==> src/rtl/beam_pulse_gen.sv <==
// Photo-beam conditioner: two independent channels, each synchronised, debounced and
// edge-qualified into an active-low single-cycle count pulse, plus a stuck-blocked fault.

module beam_pulse_chan #(
    parameter int DB_CYCLES    = 4,
    parameter int STUCK_CYCLES = 64,
    parameter int CW           = 7
) (
    input  logic       clk,
    input  logic       rst,
    input  logic       beam,
    input  logic       gate,
    output logic       pulse_n,
    output logic       stuck,
    output logic [2:0] state_dbg
);
    typedef enum logic [2:0] {
        CLEAR    = 3'd0,
        ARM_LOW  = 3'd1,
        BLOCKED  = 3'd2,
        ARM_HIGH = 3'd3,
        STUCK    = 3'd4
    } state_t;

    localparam logic [CW-1:0] DB_C    = CW'(DB_CYCLES);
    localparam logic [CW-1:0] STUCK_C = CW'(STUCK_CYCLES);

    state_t        state_q, state_d;
    logic          sync1_q, sync1_d, sync2_q, sync2_d;
    logic [CW-1:0] cnt_q, cnt_d;
    logic [CW-1:0] dwell_q, dwell_d;
    logic          pulse_n_q, pulse_n_d;
    logic          stuck_q, stuck_d;
    logic          s;
    logic          fire;

    function automatic logic [CW-1:0] sat_inc(input logic [CW-1:0] v);
        return (v == '1) ? v : v + 1'b1;
    endfunction

    always_comb begin
        sync1_d = beam;
        sync2_d = sync1_q;
        s       = sync2_q;
        state_d = state_q;
        cnt_d   = cnt_q;
        dwell_d = dwell_q;
        fire    = 1'b0;
        case (state_q)
            CLEAR: begin
                if (!s) begin
                    state_d = ARM_LOW;
                    cnt_d   = CW'(1);
                end
            end
            ARM_LOW: begin
                if (s) begin
                    state_d = CLEAR;
                    cnt_d   = '0;
                end else if (cnt_q >= DB_C) begin
                    state_d = BLOCKED;
                    cnt_d   = '0;
                    dwell_d = '0;
                    fire    = 1'b1;
                end else begin
                    cnt_d = sat_inc(cnt_q);
                end
            end
            BLOCKED: begin
                if (s) begin
                    state_d = ARM_HIGH;
                    cnt_d   = CW'(1);
                end else begin
                    dwell_d = sat_inc(dwell_q);
                    if (dwell_d >= STUCK_C) begin
                        state_d = STUCK;
                        cnt_d   = '0;
                    end
                end
            end
            // A low sample here is release bounce: resume BLOCKED with the dwell count intact.
            ARM_HIGH: begin
                if (!s) begin
                    state_d = BLOCKED;
                    cnt_d   = '0;
                end else if (cnt_q >= DB_C) begin
                    state_d = CLEAR;
                    cnt_d   = '0;
                end else begin
                    cnt_d = sat_inc(cnt_q);
                end
            end
            STUCK: begin
                if (!s) begin
                    cnt_d = '0;
                end else if (sat_inc(cnt_q) >= DB_C) begin
                    state_d = CLEAR;
                    cnt_d   = '0;
                    dwell_d = '0;
                end else begin
                    cnt_d = sat_inc(cnt_q);
                end
            end
            default: begin
                state_d = CLEAR;
                cnt_d   = '0;
                dwell_d = '0;
            end
        endcase
        pulse_n_d = ~(fire & ~gate);
        stuck_d   = (state_d == STUCK);
    end

    always_ff @(posedge clk) begin
        if (rst) begin
            sync1_q   <= 1'b1;
            sync2_q   <= 1'b1;
            state_q   <= CLEAR;
            cnt_q     <= '0;
            dwell_q   <= '0;
            pulse_n_q <= 1'b1;
            stuck_q   <= 1'b0;
        end else begin
            sync1_q   <= sync1_d;
            sync2_q   <= sync2_d;
            state_q   <= state_d;
            cnt_q     <= cnt_d;
            dwell_q   <= dwell_d;
            pulse_n_q <= pulse_n_d;
            stuck_q   <= stuck_d;
        end
    end

    assign pulse_n   = pulse_n_q;
    assign stuck     = stuck_q;
    assign state_dbg = state_q;
endmodule

module beam_pulse_gen #(
    parameter int DB_CYCLES    = 4,
    parameter int STUCK_CYCLES = 64,
    parameter int CW           = 7
) (
    input  logic       clk,
    input  logic       Reset,
    input  logic       FBeam,
    input  logic       BBeam,
    input  logic       full_flag,
    input  logic       empty_flag,
    output logic       up_count,
    output logic       down_count,
    output logic       f_stuck,
    output logic       b_stuck,
    output logic [2:0] b_state,
    output logic [2:0] f_state
);
    // Arrivals are dropped when the queue is full, departures when it is empty.
    beam_pulse_chan #(.DB_CYCLES(DB_CYCLES), .STUCK_CYCLES(STUCK_CYCLES), .CW(CW)) u_b_chan (
        .clk(clk), .rst(Reset), .beam(BBeam), .gate(full_flag),
        .pulse_n(up_count), .stuck(b_stuck), .state_dbg(b_state)
    );

    beam_pulse_chan #(.DB_CYCLES(DB_CYCLES), .STUCK_CYCLES(STUCK_CYCLES), .CW(CW)) u_f_chan (
        .clk(clk), .rst(Reset), .beam(FBeam), .gate(empty_flag),
        .pulse_n(down_count), .stuck(f_stuck), .state_dbg(f_state)
    );
endmodule

==> config.mk <==
export PLATFORM = sky130hd
export DESIGN_NAME = beam_pulse_gen
export DESIGN_NICKNAME = d
export VERILOG_FILES = /design/src/rtl/beam_pulse_gen.sv
export SDC_FILE = /design/constraint.sdc
export NUM_CORES = 1
export LEC_CHECK = 0
export CORE_UTILIZATION = 53
export CTS_BUF_LIST = sky130_fd_sc_hd__clkbuf_4
export DETAILED_ROUTE_END_ITERATION = 7
export DONT_BUFFER_PORTS = 1
export HOLD_SLACK_MARGIN = 0.06
export PLACE_DENSITY = 0.75
export SYNTH_ARGS = -nofsm -noshare
export SYNTH_HDL_FRONTEND = slang
export SYNTH_SLANG_ARGS = --single-unit
==> constraint.sdc <==
create_clock -name clk -period 2 [get_ports clk]
set_input_delay 0.4 -clock clk [delete_from_list [all_inputs] [get_ports clk]]
set_output_delay 0.4 -clock clk [all_outputs]
set_load 0.1 [all_outputs]
==> run metrics <==
status=finished, final reports clean; initial cell density of the core=between 50% and 60%; Crit path required time=~2.3 ns; area occupied by multi-input gates=about 1400 µm²; worst vdd ir=0.000418 V; critical path capture point type=register; die area=between 4000 and 5000 µm²; net count after synthesis=a little under 300; fin crit share=99.0%; CP Launch Type=register; worst slack at placement=0.0236 ns; Synth Register Bits=42; synthesized area=2290 µm²; area delta synth->final=18.6%; mux share of post-synthesis cell area=0.491%; Max Slew Vio Count=0; Top FF cell, synth=dfxtp_1; routed vias/inst=6.39; crit path time final=around 2 ns; fmax=505 MHz; Final Net Count=312; Final Setup Violations=0; Fin Hold WS=roughly 0.085 ns; final setup margin=0.0191 ns; WL/cell=around 16 µm; reg2reg start=u_b_chan.cnt_q[0]$_SDFFE_PP0P_; global-route wire length before repair=between 8000 and 9000 µm; Setup crit start=u_b_chan.cnt_q[0]$_SDFFE_PP0P_; PnR Total Power=1.47 mW; synth top area cells=dfxtp_1, a211oi_1, a21oi_1; total number of H-tree levels=2; Final GP Congestion=roughly 0.85; area leader, netlist=dfxtp_1; post-route setup TNS=0 ns; CTS Root Cell=clkbuf_4; number of diodes=0; layout cells sized above 1=25.2%; Worst Hold Launch=Reset; RSZ-0062 raised after global routing=yes; top-area cell type share of the netlist area=between 30 and 40%; max_cap viols=0; syn avg cell area=8.28 µm²; dpl hpwl=about 3700 µm; DRT antenna net count=0; CP arrival=about 2.3 ns; DIE WIDTH=67.8 µm; vias in the first global route=about 1,900; Adder-Cell Fraction of Synth Area=3.27%; CP Class=reg2reg; CTS max path bufs=2; DRT iter0 DRCs=158; placed cell count=339; initial antenna violation count=0; total routed wirelength=between 5000 and 6000 µm; Post-synth ARST share=0%; Die Y=~68 µm; power density cells=541 nW/µm²; Core Area=slightly above 4000 µm²; commonest non-fill, non-tap cells in the layout=dfxtp_1, buf_4, nor2_1; total global-route track usage=24.6%; clock sink count=42; # fillers=328; fin cells=351; largest family of logic cells by synthesized area=simple AND/OR/NAND/NOR gates; CTS Buf Count=5; Synth Area in XOR/XNOR=between 1.5 and 2%; clk_lat worst skew=0.36 ns; endpoints failing hold=0; Synth cell types=53; area share of and/or/nand/nor cells after synthesis=~29%; total grt overflow=0; Post-synth EDFFs=0; site row count=23; leakage power=0.945 nW; largest net degree at the start of global routing=36; post-synthesis cell count=277; clock tree from TritonCTS=built; relative slew slack=62.1%; clock-pin transition on the worst setup and hold timing paths=0.13 ns; Synth Warn #=0; DRC=0; DRT Pass-1 Iters=4; CP Max Fanout=6; register area share after synthesis=approximately 37%; post-synthesis compound-gate area fraction=approximately a quarter; io pins=16; Storage cell area=867 µm²; Hold WC Path Type=in2reg; Least-Margin Pin Slew=about 0.56 ns; via count=2,244; clock skew=0.00848 ns; Port Buffers=0; most common cell after layout, fill and taps aside=dfxtp_1
sequential cells by signal (all words and copies together), names as in the netlist, 3 cells and up:
signal and count:
u_b_chan.dwell_q 7, u_b_chan.cnt_q 7, u_f_chan.cnt_q 7, u_f_chan.state_dbg 3
u_f_chan.dwell_q 7, u_b_chan.state_dbg 3
final timing paths:
kind	cells after the start	end	slack (ns)
setup / recovery	7	u_b_chan.dwell_q[5]$_SDFFE_PP0P_	0.02
hold / removal	1	u_b_chan.state_dbg[2]$_SDFF_PP0_	0.09
setup reg to reg	7	u_b_chan.dwell_q[5]$_SDFFE_PP0P_	0.02
hold reg to reg	1	u_b_chan.s$_SDFF_PP1_	0.43
routing by layer:
metal  share of wire (%)  wire length, µm  global-route usage (%)
met2                  47             2560                    36.9
met1                  47             2590                    34.7
met5                   0                0                       0
met3                 4.8              261                    4.05
met4                 1.5               80                    9.90
worst max-delay path: stages, from the launching register on:
cell and delay [ns]:
dfxtp_2 0.39, buf_6 0.12, nand3_4 0.06, a2111o_1 0.39, a2111oi_4 0.39, buf_4 0.21, a211oi_2 0.07, o32ai_1 0.27
Yosys cell counts, drive strengths merged (2+ instances only):
master	n
dfxtp	42
nor2	23
a21oi	19
nand2	19
nor3	18
nand3	15
a211oi	13
o21ai	12
clkbuf	11
and3	10
inv	10
a31oi	6
ha	6
nor2b	5
or2	5
nor4	4
o31ai	4
xnor2	4
a311oi	3
and2	3
and4	3
nand2b	3
nand4	3
nor3b	3
nor4b	3
o32a	3
a2111oi	2
a221oi	2
a22oi	2
a31o	2
o21a	2
o32ai	2
area by class of cell:
class                      instances  share of cell area [%]
inverter                          10                    1.38
multi-input combinational        213                    53.0
sequential                        42                    31.9
timing repair buffer              28                    8.46
tap                               50                    2.30
clock buffer                       6                    1.66
clock inverter                     2                    1.33
power breakdown:
part / switching [mW] / total, mW / internal, mW
Combinational: 0.0369 / 0.0600 / 0.0231
Clock: 0.285 / 0.564 / 0.279
Sequential: 0.00843 / 0.847 / 0.839
cells by family (layout without fill, tap and decap cells):
kind of cell | count (synthesis) | in the layout
adders and majority gates | 6 | 6
DFF | 42 | 42
xor gates and xnor gates | 5 | 5
and+or+nand+nor | 121 | 121
muxes | 1 | 1
buffers and inverters | 22 | 46
AOI/OAI and AO/OA | 80 | 80
repair_timing:
| action | CTS | global route |
|---|---|---|
| setup buffers | 0 | 4 |
| gates resized for setup | 0 | 28 |
| hold buffers | 0 | 0 |
| endpoints found under the setup margin | 0 | 18 |
per-stage QoR:
stage / area, µm² / utilization, %
finish: 2720 / 66.6
floorplan: 2310 / -
global placement: 2500 / 61.3
CTS: 2590 / 63.3
detailed placement: 2500 / 61.3
global route: 2720 / 66.6
No activity file was read; power rests on OpenSTA's default activity.
